$ cat src/rtl/apb_pkg.sv
// Shared definitions for the APB register bridge: FSM encoding, word-address
// offset and the address legality check used at setup time.
package apb_pkg;

  typedef enum logic [1:0] {
    ST_IDLE,
    ST_REQ,
    ST_RESP,
    ST_ERR
  } state_e;

  localparam int ADDR_LSB = 2;

  // addr is zero-extended by the caller; only the low addr_w bits are significant.
  function automatic logic bad_addr(input logic [63:0] addr, input int addr_w,
                                    input int regsel_w, input int num_regs);
    logic [63:0] a, hi, idx, amask, imask;
    amask = (addr_w >= 64) ? {64{1'b1}} : ((64'd1 << addr_w) - 64'd1);
    imask = (64'd1 << regsel_w) - 64'd1;
    a     = addr & amask;
    idx   = (a >> ADDR_LSB) & imask;
    hi    = a >> (regsel_w + ADDR_LSB);
    return (a[ADDR_LSB-1:0] != '0) || (hi != '0) || (idx >= 64'(num_regs));
  endfunction

endpackage

$ cat src/rtl/apb_reg_bridge_if.sv
// APB slave signals plus the peripheral request/acknowledge bus of the bridge.
// slave = the bridge, master = the APB master and peripheral around it.
interface apb_reg_bridge_if #(
  parameter int ADDR_W   = 32,
  parameter int DATA_W   = 32,
  parameter int REG_DW   = 8,
  parameter int NUM_SEL  = 2,
  parameter int REGSEL_W = 2
);
  logic [ADDR_W-1:0]   PADDR;
  logic [DATA_W-1:0]   PWDATA;
  logic                PWRITE;
  logic [NUM_SEL-1:0]  PSEL;
  logic                PENABLE;
  logic [2:0]          PPROT;
  logic [DATA_W-1:0]   PRDATA;
  logic                PREADY;
  logic                PSLVERR;
  logic [REGSEL_W-1:0] REGSEL;
  logic                BUSREQ;
  logic                BUSW;
  logic [REG_DW-1:0]   BUSWDATA;
  logic [REG_DW-1:0]   BUSRDATA;
  logic                BUSACK;
  logic                BUSERR;

  modport slave (
    input  PADDR, PWDATA, PWRITE, PSEL, PENABLE, PPROT, BUSRDATA, BUSACK, BUSERR,
    output PRDATA, PREADY, PSLVERR, REGSEL, BUSREQ, BUSW, BUSWDATA
  );

  modport master (
    output PADDR, PWDATA, PWRITE, PSEL, PENABLE, PPROT, BUSRDATA, BUSACK, BUSERR,
    input  PRDATA, PREADY, PSLVERR, REGSEL, BUSREQ, BUSW, BUSWDATA
  );
endinterface

$ cat src/rtl/apb_timeout_cnt.sv
// Cycle counter for the REQ wait; expired_o flags the last cycle allowed
// before the bridge gives up on the peripheral.
module apb_timeout_cnt #(
  parameter int TIMEOUT = 15
) (
  input  logic clk_i,
  input  logic rst_ni,
  input  logic clr_i,
  input  logic en_i,
  output logic expired_o
);
  localparam int CW = $clog2(TIMEOUT + 1);

  logic [CW-1:0] cnt_q;

  always_ff @(posedge clk_i or negedge rst_ni)
    if (!rst_ni)                  cnt_q <= '0;
    else if (clr_i)               cnt_q <= '0;
    else if (en_i && !expired_o)  cnt_q <= cnt_q + CW'(1);

  assign expired_o = (cnt_q == CW'(TIMEOUT - 1));
endmodule

$ cat src/rtl/apb_reg_bridge.sv
// APB slave bridging one PSEL bit onto a req/ack peripheral register bus.
// Define APB_PROT_CHECK_EN to reject unprivileged writes (PPROT[0]=0).
module apb_reg_bridge
  import apb_pkg::*;
#(
  parameter int ADDR_W   = 32,
  parameter int DATA_W   = 32,
  parameter int REG_DW   = 8,
  parameter int NUM_SEL  = 2,
  parameter int SEL_IDX  = 0,
  parameter int REGSEL_W = 2,
  parameter int NUM_REGS = 4,
  parameter int TIMEOUT  = 15
) (
  input logic             PCLK,
  input logic             PRESETn,
  apb_reg_bridge_if.slave bus
);
  logic [ADDR_W-1:0]   paddr_w;
  logic [NUM_SEL-1:0]  psel_w;
  logic [REGSEL_W-1:0] idx_w;
  logic                sel_w, setup_w, reject_w, expired_w, unused_w;

  state_e              state_q;
  logic                busreq_q, busw_q, pready_q, pslverr_q;
  logic [REGSEL_W-1:0] regsel_q;
  logic [REG_DW-1:0]   buswdata_q;
  logic [DATA_W-1:0]   prdata_q;

  assign paddr_w = bus.PADDR;
  assign psel_w  = bus.PSEL;
  assign sel_w   = psel_w[SEL_IDX];
  assign setup_w = sel_w & ~bus.PENABLE;
  assign idx_w   = paddr_w[ADDR_LSB +: REGSEL_W];

`ifdef APB_PROT_CHECK_EN
  assign reject_w = bad_addr(64'(paddr_w), ADDR_W, REGSEL_W, NUM_REGS)
                  | (bus.PWRITE & ~bus.PPROT[0]);
`else
  assign reject_w = bad_addr(64'(paddr_w), ADDR_W, REGSEL_W, NUM_REGS);
`endif

  assign unused_w = ^{psel_w, bus.PWDATA, bus.PPROT};

  apb_timeout_cnt #(.TIMEOUT(TIMEOUT)) u_tmo (
    .clk_i     (PCLK),
    .rst_ni    (PRESETn),
    .clr_i     (state_q != ST_REQ),
    .en_i      (state_q == ST_REQ),
    .expired_o (expired_w)
  );

  // Completion outputs are one-cycle pulses, so they default low each edge.
  always_ff @(posedge PCLK or negedge PRESETn) begin
    if (!PRESETn) begin
      state_q    <= ST_IDLE;
      busreq_q   <= 1'b0;
      busw_q     <= 1'b0;
      regsel_q   <= '0;
      buswdata_q <= '0;
      pready_q   <= 1'b0;
      pslverr_q  <= 1'b0;
      prdata_q   <= '0;
    end else begin
      pready_q  <= 1'b0;
      pslverr_q <= 1'b0;
      prdata_q  <= '0;
      case (state_q)
        ST_IDLE: if (setup_w) begin
          regsel_q   <= idx_w;
          busw_q     <= bus.PWRITE;
          buswdata_q <= bus.PWDATA[REG_DW-1:0];
          if (reject_w) begin
            state_q   <= ST_ERR;
            pready_q  <= 1'b1;
            pslverr_q <= 1'b1;
          end else begin
            state_q  <= ST_REQ;
            busreq_q <= 1'b1;
          end
        end
        ST_REQ: begin
          // An abort beats a late ack; an ack beats the timeout.
          if (!sel_w) begin
            state_q  <= ST_IDLE;
            busreq_q <= 1'b0;
          end else if (bus.BUSACK) begin
            state_q   <= ST_RESP;
            busreq_q  <= 1'b0;
            pready_q  <= 1'b1;
            pslverr_q <= bus.BUSERR;
            if (!busw_q) prdata_q <= DATA_W'(bus.BUSRDATA);
          end else if (expired_w) begin
            state_q   <= ST_ERR;
            busreq_q  <= 1'b0;
            pready_q  <= 1'b1;
            pslverr_q <= 1'b1;
          end
        end
        default: state_q <= ST_IDLE;
      endcase
    end
  end

  assign bus.PRDATA   = prdata_q;
  assign bus.PREADY   = pready_q;
  assign bus.PSLVERR  = pslverr_q;
  assign bus.REGSEL   = regsel_q;
  assign bus.BUSREQ   = busreq_q;
  assign bus.BUSW     = busw_q;
  assign bus.BUSWDATA = buswdata_q;
endmodule

$ cat src/flat_wrapper.sv
// flat-port wrapper written by rule: the top's interface ports become plain ports
module apb_reg_bridge_flat import apb_pkg::*;
#(
  parameter int ADDR_W   = 32,
  parameter int DATA_W   = 32,
  parameter int REG_DW   = 8,
  parameter int NUM_SEL  = 2,
  parameter int SEL_IDX  = 0,
  parameter int REGSEL_W = 2,
  parameter int NUM_REGS = 4,
  parameter int TIMEOUT  = 15
)
  (PCLK, PRESETn, bus_PADDR, bus_PWDATA, bus_PWRITE, bus_PSEL, bus_PENABLE, bus_PPROT, bus_BUSRDATA, bus_BUSACK, bus_BUSERR, bus_PRDATA, bus_PREADY, bus_PSLVERR, bus_REGSEL, bus_BUSREQ, bus_BUSW, bus_BUSWDATA);
  apb_reg_bridge_if #(.ADDR_W(ADDR_W), .DATA_W(DATA_W), .REG_DW(REG_DW), .NUM_SEL(NUM_SEL), .REGSEL_W(REGSEL_W)) bus_i ();
  input logic PCLK;
  input logic PRESETn;
  input wire logic [$bits(bus_i.PADDR)-1:0] bus_PADDR;
  input wire logic [$bits(bus_i.PWDATA)-1:0] bus_PWDATA;
  input wire logic [$bits(bus_i.PWRITE)-1:0] bus_PWRITE;
  input wire logic [$bits(bus_i.PSEL)-1:0] bus_PSEL;
  input wire logic [$bits(bus_i.PENABLE)-1:0] bus_PENABLE;
  input wire logic [$bits(bus_i.PPROT)-1:0] bus_PPROT;
  input wire logic [$bits(bus_i.BUSRDATA)-1:0] bus_BUSRDATA;
  input wire logic [$bits(bus_i.BUSACK)-1:0] bus_BUSACK;
  input wire logic [$bits(bus_i.BUSERR)-1:0] bus_BUSERR;
  output wire logic [$bits(bus_i.PRDATA)-1:0] bus_PRDATA;
  output wire logic [$bits(bus_i.PREADY)-1:0] bus_PREADY;
  output wire logic [$bits(bus_i.PSLVERR)-1:0] bus_PSLVERR;
  output wire logic [$bits(bus_i.REGSEL)-1:0] bus_REGSEL;
  output wire logic [$bits(bus_i.BUSREQ)-1:0] bus_BUSREQ;
  output wire logic [$bits(bus_i.BUSW)-1:0] bus_BUSW;
  output wire logic [$bits(bus_i.BUSWDATA)-1:0] bus_BUSWDATA;
  assign bus_i.PADDR = bus_PADDR;
  assign bus_i.PWDATA = bus_PWDATA;
  assign bus_i.PWRITE = bus_PWRITE;
  assign bus_i.PSEL = bus_PSEL;
  assign bus_i.PENABLE = bus_PENABLE;
  assign bus_i.PPROT = bus_PPROT;
  assign bus_i.BUSRDATA = bus_BUSRDATA;
  assign bus_i.BUSACK = bus_BUSACK;
  assign bus_i.BUSERR = bus_BUSERR;
  assign bus_PRDATA = bus_i.PRDATA;
  assign bus_PREADY = bus_i.PREADY;
  assign bus_PSLVERR = bus_i.PSLVERR;
  assign bus_REGSEL = bus_i.REGSEL;
  assign bus_BUSREQ = bus_i.BUSREQ;
  assign bus_BUSW = bus_i.BUSW;
  assign bus_BUSWDATA = bus_i.BUSWDATA;
  apb_reg_bridge #(.ADDR_W(ADDR_W), .DATA_W(DATA_W), .REG_DW(REG_DW), .NUM_SEL(NUM_SEL), .SEL_IDX(SEL_IDX), .REGSEL_W(REGSEL_W), .NUM_REGS(NUM_REGS), .TIMEOUT(TIMEOUT)) u_core (.PCLK(PCLK), .PRESETn(PRESETn), .bus(bus_i));
endmodule
$ cat config.mk
export PLATFORM = sky130hd
export DESIGN_NAME = apb_reg_bridge_flat
export DESIGN_NICKNAME = d
export VERILOG_FILES = /design/src/rtl/apb_pkg.sv /design/src/rtl/apb_reg_bridge_if.sv /design/src/rtl/apb_timeout_cnt.sv /design/src/rtl/apb_reg_bridge.sv /design/src/flat_wrapper.sv
export SDC_FILE = /design/constraint.sdc
export NUM_CORES = 1
export LEC_CHECK = 0
export CAP_MARGIN = 20
export CORE_MARGIN = 2
export CORE_UTILIZATION = 30
export DETAILED_ROUTE_END_ITERATION = 10
export PLACE_DENSITY = 0.92
export SYNTH_ARGS = -nofsm -noshare
export SYNTH_HDL_FRONTEND = slang
export SYNTH_SLANG_ARGS = --single-unit
$ cat constraint.sdc
create_clock -name PCLK -period 1.7 [get_ports PCLK]
set_clock_uncertainty 0.2 [all_clocks]
set_input_delay 0.34 -clock PCLK [delete_from_list [all_inputs] [get_ports PCLK]]
set_output_delay 0.34 -clock PCLK [all_outputs]
set_load 0.02 [all_outputs]
Word-level counts from Yosys, hierarchy flattened

Cells that the tools add are included.

Add/subtract/negate cells: 1
Magnitude comparators: 1
Eq/ne operators: 6
Multiplexer cells: 27
Bitwise gates (word level): 2
Reductions and logical operators: 12

Operators by type and width:

| kind                | number |
|---|---|
| $mux 32             | 3 |
| $reduce_bool 64->1  | 1 |
| $mux 1              | 12 |
| $mux 2              | 5 |
| $mux 4              | 2 |
| $mux 8              | 1 |
| $pmux 1 s2          | 3 |
| $reduce_bool 2->1   | 3 |
| $add 4x1->4 const B | 1 |
| $eq 4x4->1 const B  | 1 |
| $ne 2x1->1 const B  | 2 |
| $ne 4x3->1 const B  | 1 |
| $pmux 2 s2          | 1 |
| $reduce_and 2->1    | 2 |
| $reduce_and 4->1    | 1 |
| $ge 2x3->1 const B  | 1 |
| $eq 2x1->1 const B  | 1 |
| $logic_not 2->1     | 1 |
| $logic_or 1x1->1    | 2 |
| $ne 2x2->1 const B  | 1 |
| $and 1x1->1         | 1 |
| $logic_and 1x1->1   | 1 |
| $logic_not 1->1     | 1 |
| $not 1->1           | 1 |

Register bits after elaboration: 52
Input bits: 83

Longest topological paths before layout

Gate-level depths: netlist of the first run.

Depth after elaboration: 6
Mapped depth: 6
Gate-level depth less buffers: 6

Hierarchy

Synthesis of the first run repeated with hierarchy kept, for this count alone.

Cell total of the unflattened synthesis: 119
Area total of the unflattened synthesis: 1372.6 µm²

By module, submodules not included:

| module          | times used | cells each | area an instance (µm²) | seq. area each (µm²) |
|---|---|---|---|---|
| apb_reg_bridge  | 1          | 95         | 1151.1                 | 600.6 |
| apb_timeout_cnt | 1          | 24         | 221.5                  | 100.1 |

Worst setup path before layout of the first run

No wires, ideal clock.

Path type: register to register
Start: reg u_core.state_q[1]
End: reg u_core.busw_q (netlist: u_core.bus.BUSW)
Arrival: 1.150 ns
Data required time: 1.375 ns
Setup slack: 0.225 ns
Stages on the path, launching flop included: 4
Buffers on the path: 1
Clock period less this slack: 1.475 ns
Cell sequence: dfrtp_1 -> nor3_2 -> buf_4 -> mux2_2

Longest elaborated chain between the ends: 2

RTL lines:

| what                       | RTL line             | source |
|---|---|---|
| start, declared            | apb_reg_bridge.sv:24 | `state_e state_q;` |
| start signal, assigned     | apb_reg_bridge.sv:56 | `state_q <= ST_IDLE;` |
| start signal, assigned     | apb_reg_bridge.sv:74 | `state_q <= ST_ERR;` |
| start signal, assigned     | apb_reg_bridge.sv:78 | `state_q <= ST_REQ;` |
| $logic_not 2->1            | apb_reg_bridge.sv:68 | `case (state_q)` |
| $reduce_and 2->1 (no line) | --                   |  |
| end signal, assigned       | apb_reg_bridge.sv:71 | `busw_q <= bus.PWRITE;` |
| end, declared              | apb_reg_bridge.sv:25 | `logic busreq_q, busw_q, pready_q, pslverr_q;` |

No other way between the ends.
A chain may end at the register's enable or synchronous reset.

Worst setup path after layout of the first run

Start: in bus_PSEL[0]
End: reg u_core.state_q[1]

Longest elaborated chain between the ends: 3
Elaborated cells on any way between the ends: 6

RTL lines:

| what                       | RTL line             | source |
|---|---|---|
| start, declared            | flat_wrapper.sv:20   | `input wire logic [$bits(bus_i.PSEL)-1:0] bus_PSEL;` |
| $and 1x1->1                | apb_reg_bridge.sv:33 | `assign setup_w = sel_w & ~bus.PENABLE;` |
| $ne 2x1->1 (no line)       | --                   |  |
| $reduce_and 2->1 (no line) | --                   |  |

Several ways; a longest one is shown, not always the timed one.

==> results of run 1 <==
[metrics by stage]
step	power, mW	cells	worst slack, ns	area, µm²	hold WS (ns)
2_1_floorplan	1.075	141	0.2251	1451	-0.1556
3_3_place_gp	1.332	250	-0.2278	2135	0.2889
3_5_place_dp	1.348	250	-0.2587	2135	0.2947
4_1_cts	1.696	254	0.03577	2162	0.2571
5_1_grt	1.771	254	0.007043	2168	0.2612
6_report	1.679	254	0.04297	2168	0.2483
[area by class of cell]
type / instances / area (µm²)
Clock buffer: 4 / 55.05
Fill cell: 403 / 2186
Inverter: 2 / 7.507
Multi-Input combinational cell: 86 / 558.0
Sequential cell: 28 / 700.7
Tap cell: 52 / 65.06
Timing Repair Buffer: 82 / 782.0
[layout by cell type, fill, tap and decap left out, drive strengths merged]
master	instances
xnor2	1
mux2	12
nor4	7
buf	6
ha	2
o21ai	1
a211oi	1
dfrtp	28
nor2	5
nand2	2
xor2	1
o22ai	4
or3	1
nand4	2
nor3	2
o21a	1
nor3b	2
or2b	1
clkbuf	4
conb	24
a21oi	3
nor2b	1
inv	2
dlygate4sd2	22
a31oi	2
clkdlybuf4s50	54
and2	8
nand2b	1
nand3	2
[metal layers]
layer / share of wire / routed length [µm] / track usage
met4: 0.0029 / 9 / 0.03145
met1: 0.41 / 1266 / 0.1418
met2: 0.50 / 1548 / 0.2078
met5: 0 / 0 / 0
met3: 0.087 / 269 / 0.03938
[critical path, stage by stage]
cell             delay (ns)
clkdlybuf4s50_1        0.49
nand2b_1               0.10
buf_4                  0.15
or3_1                  0.35
o22ai_1                0.21
[path summary, 6_finish.rpt]
check / from / end
setup / recovery: bus_PSEL[0] / u_core.state_q[1]
hold / removal: PRESETn / u_core.bus.BUSWDATA[5]
setup reg to reg: u_core.state_q[1] / u_core.bus.BUSWDATA[3]
hold reg to reg: u_core.bus.BUSWDATA[0] / u_core.bus.BUSWDATA[0]
max in group asynchronous: PRESETn / u_core.bus.PREADY
min in group PCLK: u_core.bus.BUSWDATA[0] / u_core.bus.BUSWDATA[0]
[flip-flops by register name (all words and copies together), names as in the netlist]
register and cells:
u_core.bus.BUSREQ 1, u_core.state_q 2, u_core.bus.REGSEL 2, u_core.bus.BUSWDATA 8, u_core.bus.BUSW 1, u_core.u_tmo.cnt_q 4
u_core.bus.PSLVERR 1, u_core.bus.PRDATA 8, u_core.bus.PREADY 1
[logic make-up after synthesis]
group                      count (synthesis)  share of synthesized area
AOI/OAI and AO/OA                         12                    0.05316
xor gates and xnor gates                   2                    0.01283
adders and majority gates                  2                    0.01833
buffers and inverters                     27                     0.1430
DFF                                       28                     0.5133
muxes                                     12                    0.09899
other                                      1                   0.002747
and+or+nand+nor                           34                     0.1577
[power groups by stage]
stage               clock network (mW)  registers [mW]  logic [mW]
global placement                     0           0.796       0.535
global route                     0.449           0.795       0.527
finish                           0.401           0.784       0.493
CTS                              0.414           0.785       0.498
floorplan                            0           0.885       0.191
detailed placement                   0           0.802       0.546
==> flow_summary.toml, run 1 <==
[route]
routed_via_density = 4.307
wl_um = 3093
drc_errors = 0
dr.pass1.iters = 4
ant_nets = 0
wl_per_cell_um = 12.18
drt_iter0_markers = 44
via_count = 1094

[pwr]
intPower_mw = 1.202
switchingPower_mw = 0.4767
p_clk_frac = 0.239
leakage_nw = 1.007
power_frac_seq = 0.467
swShare = 0.2840
ir_drop_uv = 371.2
power_density_nw_per_um2 = 774.1
comb_power_share = 0.294

[setup_path]
critPathMaxFanout = 3
crit_type = "in -> reg"
start_kind = "input port"
reg2reg_depth = 3
required_ns = 1.69
cp-end-kind = "register"
cp.arrival_ns = 1.64
r2r_setup_slack_ns = 0.17

[logic_synthesis]
synth_top_area_cell = "dfrtp_1"
syn_inst = 118
synthArstFlopShare = 1.000
yosysSeqAreaShare = 0.5133
synth_edf_count = 0
synth-main-ff-cell = "dfrtp_1"
netlist_area_um2 = 1365
synth_common_cells = "dfrtp_1 (28), buf_4 (25), mux2_2 (12), and2_1 (8), nor4_1 (7)"
syn_area_per_cell_um2 = 11.57
yosys.cell_types.count = 29
yosysMostFrequentCell = "dfrtp_1"
synth-seq-cells = 28
yosys-top-cells-area = "dfrtp_1 (51%), buf_4 (14%), mux2_2 (9.9%)"
synth.top_cell.area_share = 0.5133
ys_warn_count = 0

[die]
die_w_um = 71.46
initial_core_util = 0.3135
io_pins = 129
core_area_um2 = 4354
die-area_um2 = 5106
die_y_um = 71.46
rows = 24

[final_layout]
n_antenna_cell = 0
fin_nets = 288
drive_above_1_share = 0.1337
utilization = 0.4980
area_growth_pct = 58.85

[cts]
clk_latency_ns = 0.27
hold_buffers = 0
h-tree-depth = 1
cts-root-buf = "clkbuf_8"
cts_num_sinks = 28
cts_resized = 22
clk_pin_slew_worst_paths_ns = 0.09
cts_max_path_buffers = 2
cts_buffers = 3
cts_setup_buffers = 0
cts_tree = "yes"

[sta]
rsz0062_at_grt = "false"
finalCriticalPeriod_ns = 1.657
finalCritPeriodShare = 0.9747
timing.fmax_mhz = 603.5
setup_viol = 0
final_hold_viol_count = 0
finalSetupTns_ns = 0
finalMaxSlewViolations = 0

[placed_design]
finalWeightedCongestion = 0.7371
io_buffer_count = 76
place_hpwl_um = 2580

[global_route]
grt_usage = 0.1196
grt_overflow = 0
grt_start_max_net_pins = 29
grt_pass1_vias = 1077
antenna_found_initial = 0
grt_pass1_wl_um = 4843

[worst_hold_path]
hp-class = "in -> async"

[run]
cap_violations = 0

[run_status]
status = "completed"
No activity file was read; power rests on OpenSTA's default activity.
==> run 2: changes to the inputs <==
- CORE_UTILIZATION: 30 -> 31
- CTS_BUF_LIST: not set -> sky130_fd_sc_hd__clkbuf_4
- PLACE_DENSITY: 0.92 -> 0.93
==> flow_summary.toml, run 2 (synthesis results as in run 1) <==
[cts]
cts_max_path_buffers = 2
cts_tree = "yes"
h-tree-depth = 1
cts_resized = 22
cts-root-buf = "clkbuf_4"
clk_latency_ns = 0.32
cts_setup_buffers = 0
cts_num_sinks = 28
hold_buffers = 0
clk_pin_slew_worst_paths_ns = 0.14
cts_buffers = 3

[sta]
finalMaxSlewViolations = 0
rsz0062_at_grt = "false"
finalCritPeriodShare = 0.9472
timing.fmax_mhz = 621.0
final_hold_viol_count = 0
setup_viol = 0
finalCriticalPeriod_ns = 1.610
whs_ns = 0.1720

[setup_path]
critPathMaxFanout = 3
regToRegEndpoint = "u_core.bus.BUSWDATA[4]"
cp_cell_sequence = "dlygate4sd2_1"
crit_type = "reg -> out"
cp_top_family = "flip-flops"
endpoint = "bus_BUSREQ"
reg2reg_from = "u_core.state_q[1]"
cp-end-kind = "output pin"
cp.depth = 1
reg2reg_depth = 3
crit_start = "u_core.bus.BUSREQ"
required_ns = 1.16
slowest_stage = "dfrtp_1"
r2r_setup_slack_ns = 0.15
cp.arrival_ns = 1.07
cp.buffers_inverters = 1
critPathMaxStageDelay_ns = 0.42
start_kind = "register"

[die]
initial_core_util = 0.3179
io_pins = 129
rows = 24
core_area_um2 = 4294
die_y_um = 70.36
die-area_um2 = 4951
die_w_um = 70.36

[route]
wl_met1_um = 1191
via_count = 1094
wl_met3_um = 265
drt_iter0_markers = 26
dr.pass1.iters = 4
wl_um = 2963
dr_wl_met2_um = 1506
top_layer = "met3"
ant_nets = 0
drc_errors = 0
wl_per_cell_um = 11.62
routed_via_density = 4.290

[global_route]
grt_overflow = 0
grt_usage = 0.1196
grt_pass1_wl_um = 4740
grt_start_max_net_pins = 29
antenna_found_initial = 0
grt_pass1_vias = 1075

[pwr]
leakage_nw = 0.9981
ir_drop_uv = 262.2
power_density_nw_per_um2 = 724.6

[final_layout]
drive_above_1_share = 0.1281
area_growth_pct = 56.83
n_antenna_cell = 0
mostFrequentLayoutCell = "clkdlybuf4s50_1"
fin_nets = 289
utilization = 0.4985
finalInstanceArea_um2 = 2141
final_cell_mix = "clkdlybuf4s50_1 (54), dfrtp_1 (28), conb_1 (24)"

[run]
cap_violations = 0

[placed_design]
finalWeightedCongestion = 0.7476
place_hpwl_um = 2474
dpl-instance-area_um2 = 2142
io_buffer_count = 76

[run_status]
status = "completed"

[worst_hold_path]
hp-class = "in -> async"
[run 2: final cells by class]
type | instances | area [µm²]
Sequential cell | 28 | 700.7
Inverter | 2 | 7.507
Timing Repair Buffer | 83 | 785.8
Fill cell | 408 | 2153
Clock buffer | 3 | 22.52
Clock inverter | 1 | 3.754
Tap cell | 52 | 65.06
Multi-Input combinational cell | 86 | 555.5
[run 2: how the worst min path moves through the flow]
stage,slack (ns),endpoint,depth (start not counted)
6_report,0.17,u_core.bus.BUSWDATA[7],2
5_1_grt,0.19,u_core.bus.REGSEL[0],2
4_1_cts,0.17,u_core.bus.REGSEL[0],2
3_5_place_dp,0.29,u_core.bus.REGSEL[0],1
3_3_place_gp,0.29,u_core.bus.REGSEL[0],1
2_1_floorplan,-0.16,u_core.bus.BUSREQ,0
[run 2: where the power goes]
group          internal, mW  switching, mW  leakage, nW  total, mW
logic                 0.261          0.241        0.620      0.502
registers             0.740         0.0365        0.363      0.777
clock network        0.0860          0.187       0.0154      0.273
[run 2: per-stage QoR]
step | instances | setup slack [ns] | power [mW] | TNS (ns)
2_1_floorplan | 141 | 0.2251 | 1.075 | 0
3_3_place_gp | 251 | -0.2329 | 1.337 | -3.226
3_5_place_dp | 251 | -0.2662 | 1.350 | -4.111
4_1_cts | 255 | 0.07209 | 1.568 | 0
5_1_grt | 255 | 0.02022 | 1.649 | 0
6_report | 255 | 0.08974 | 1.551 | 0
[run 2: per-layer routing]
metal  up-vias  GRT usage
met5         -          0
met4         0    0.02991
met3         0    0.03752
met2        52     0.2034
met1       510     0.1466
li1        532          -
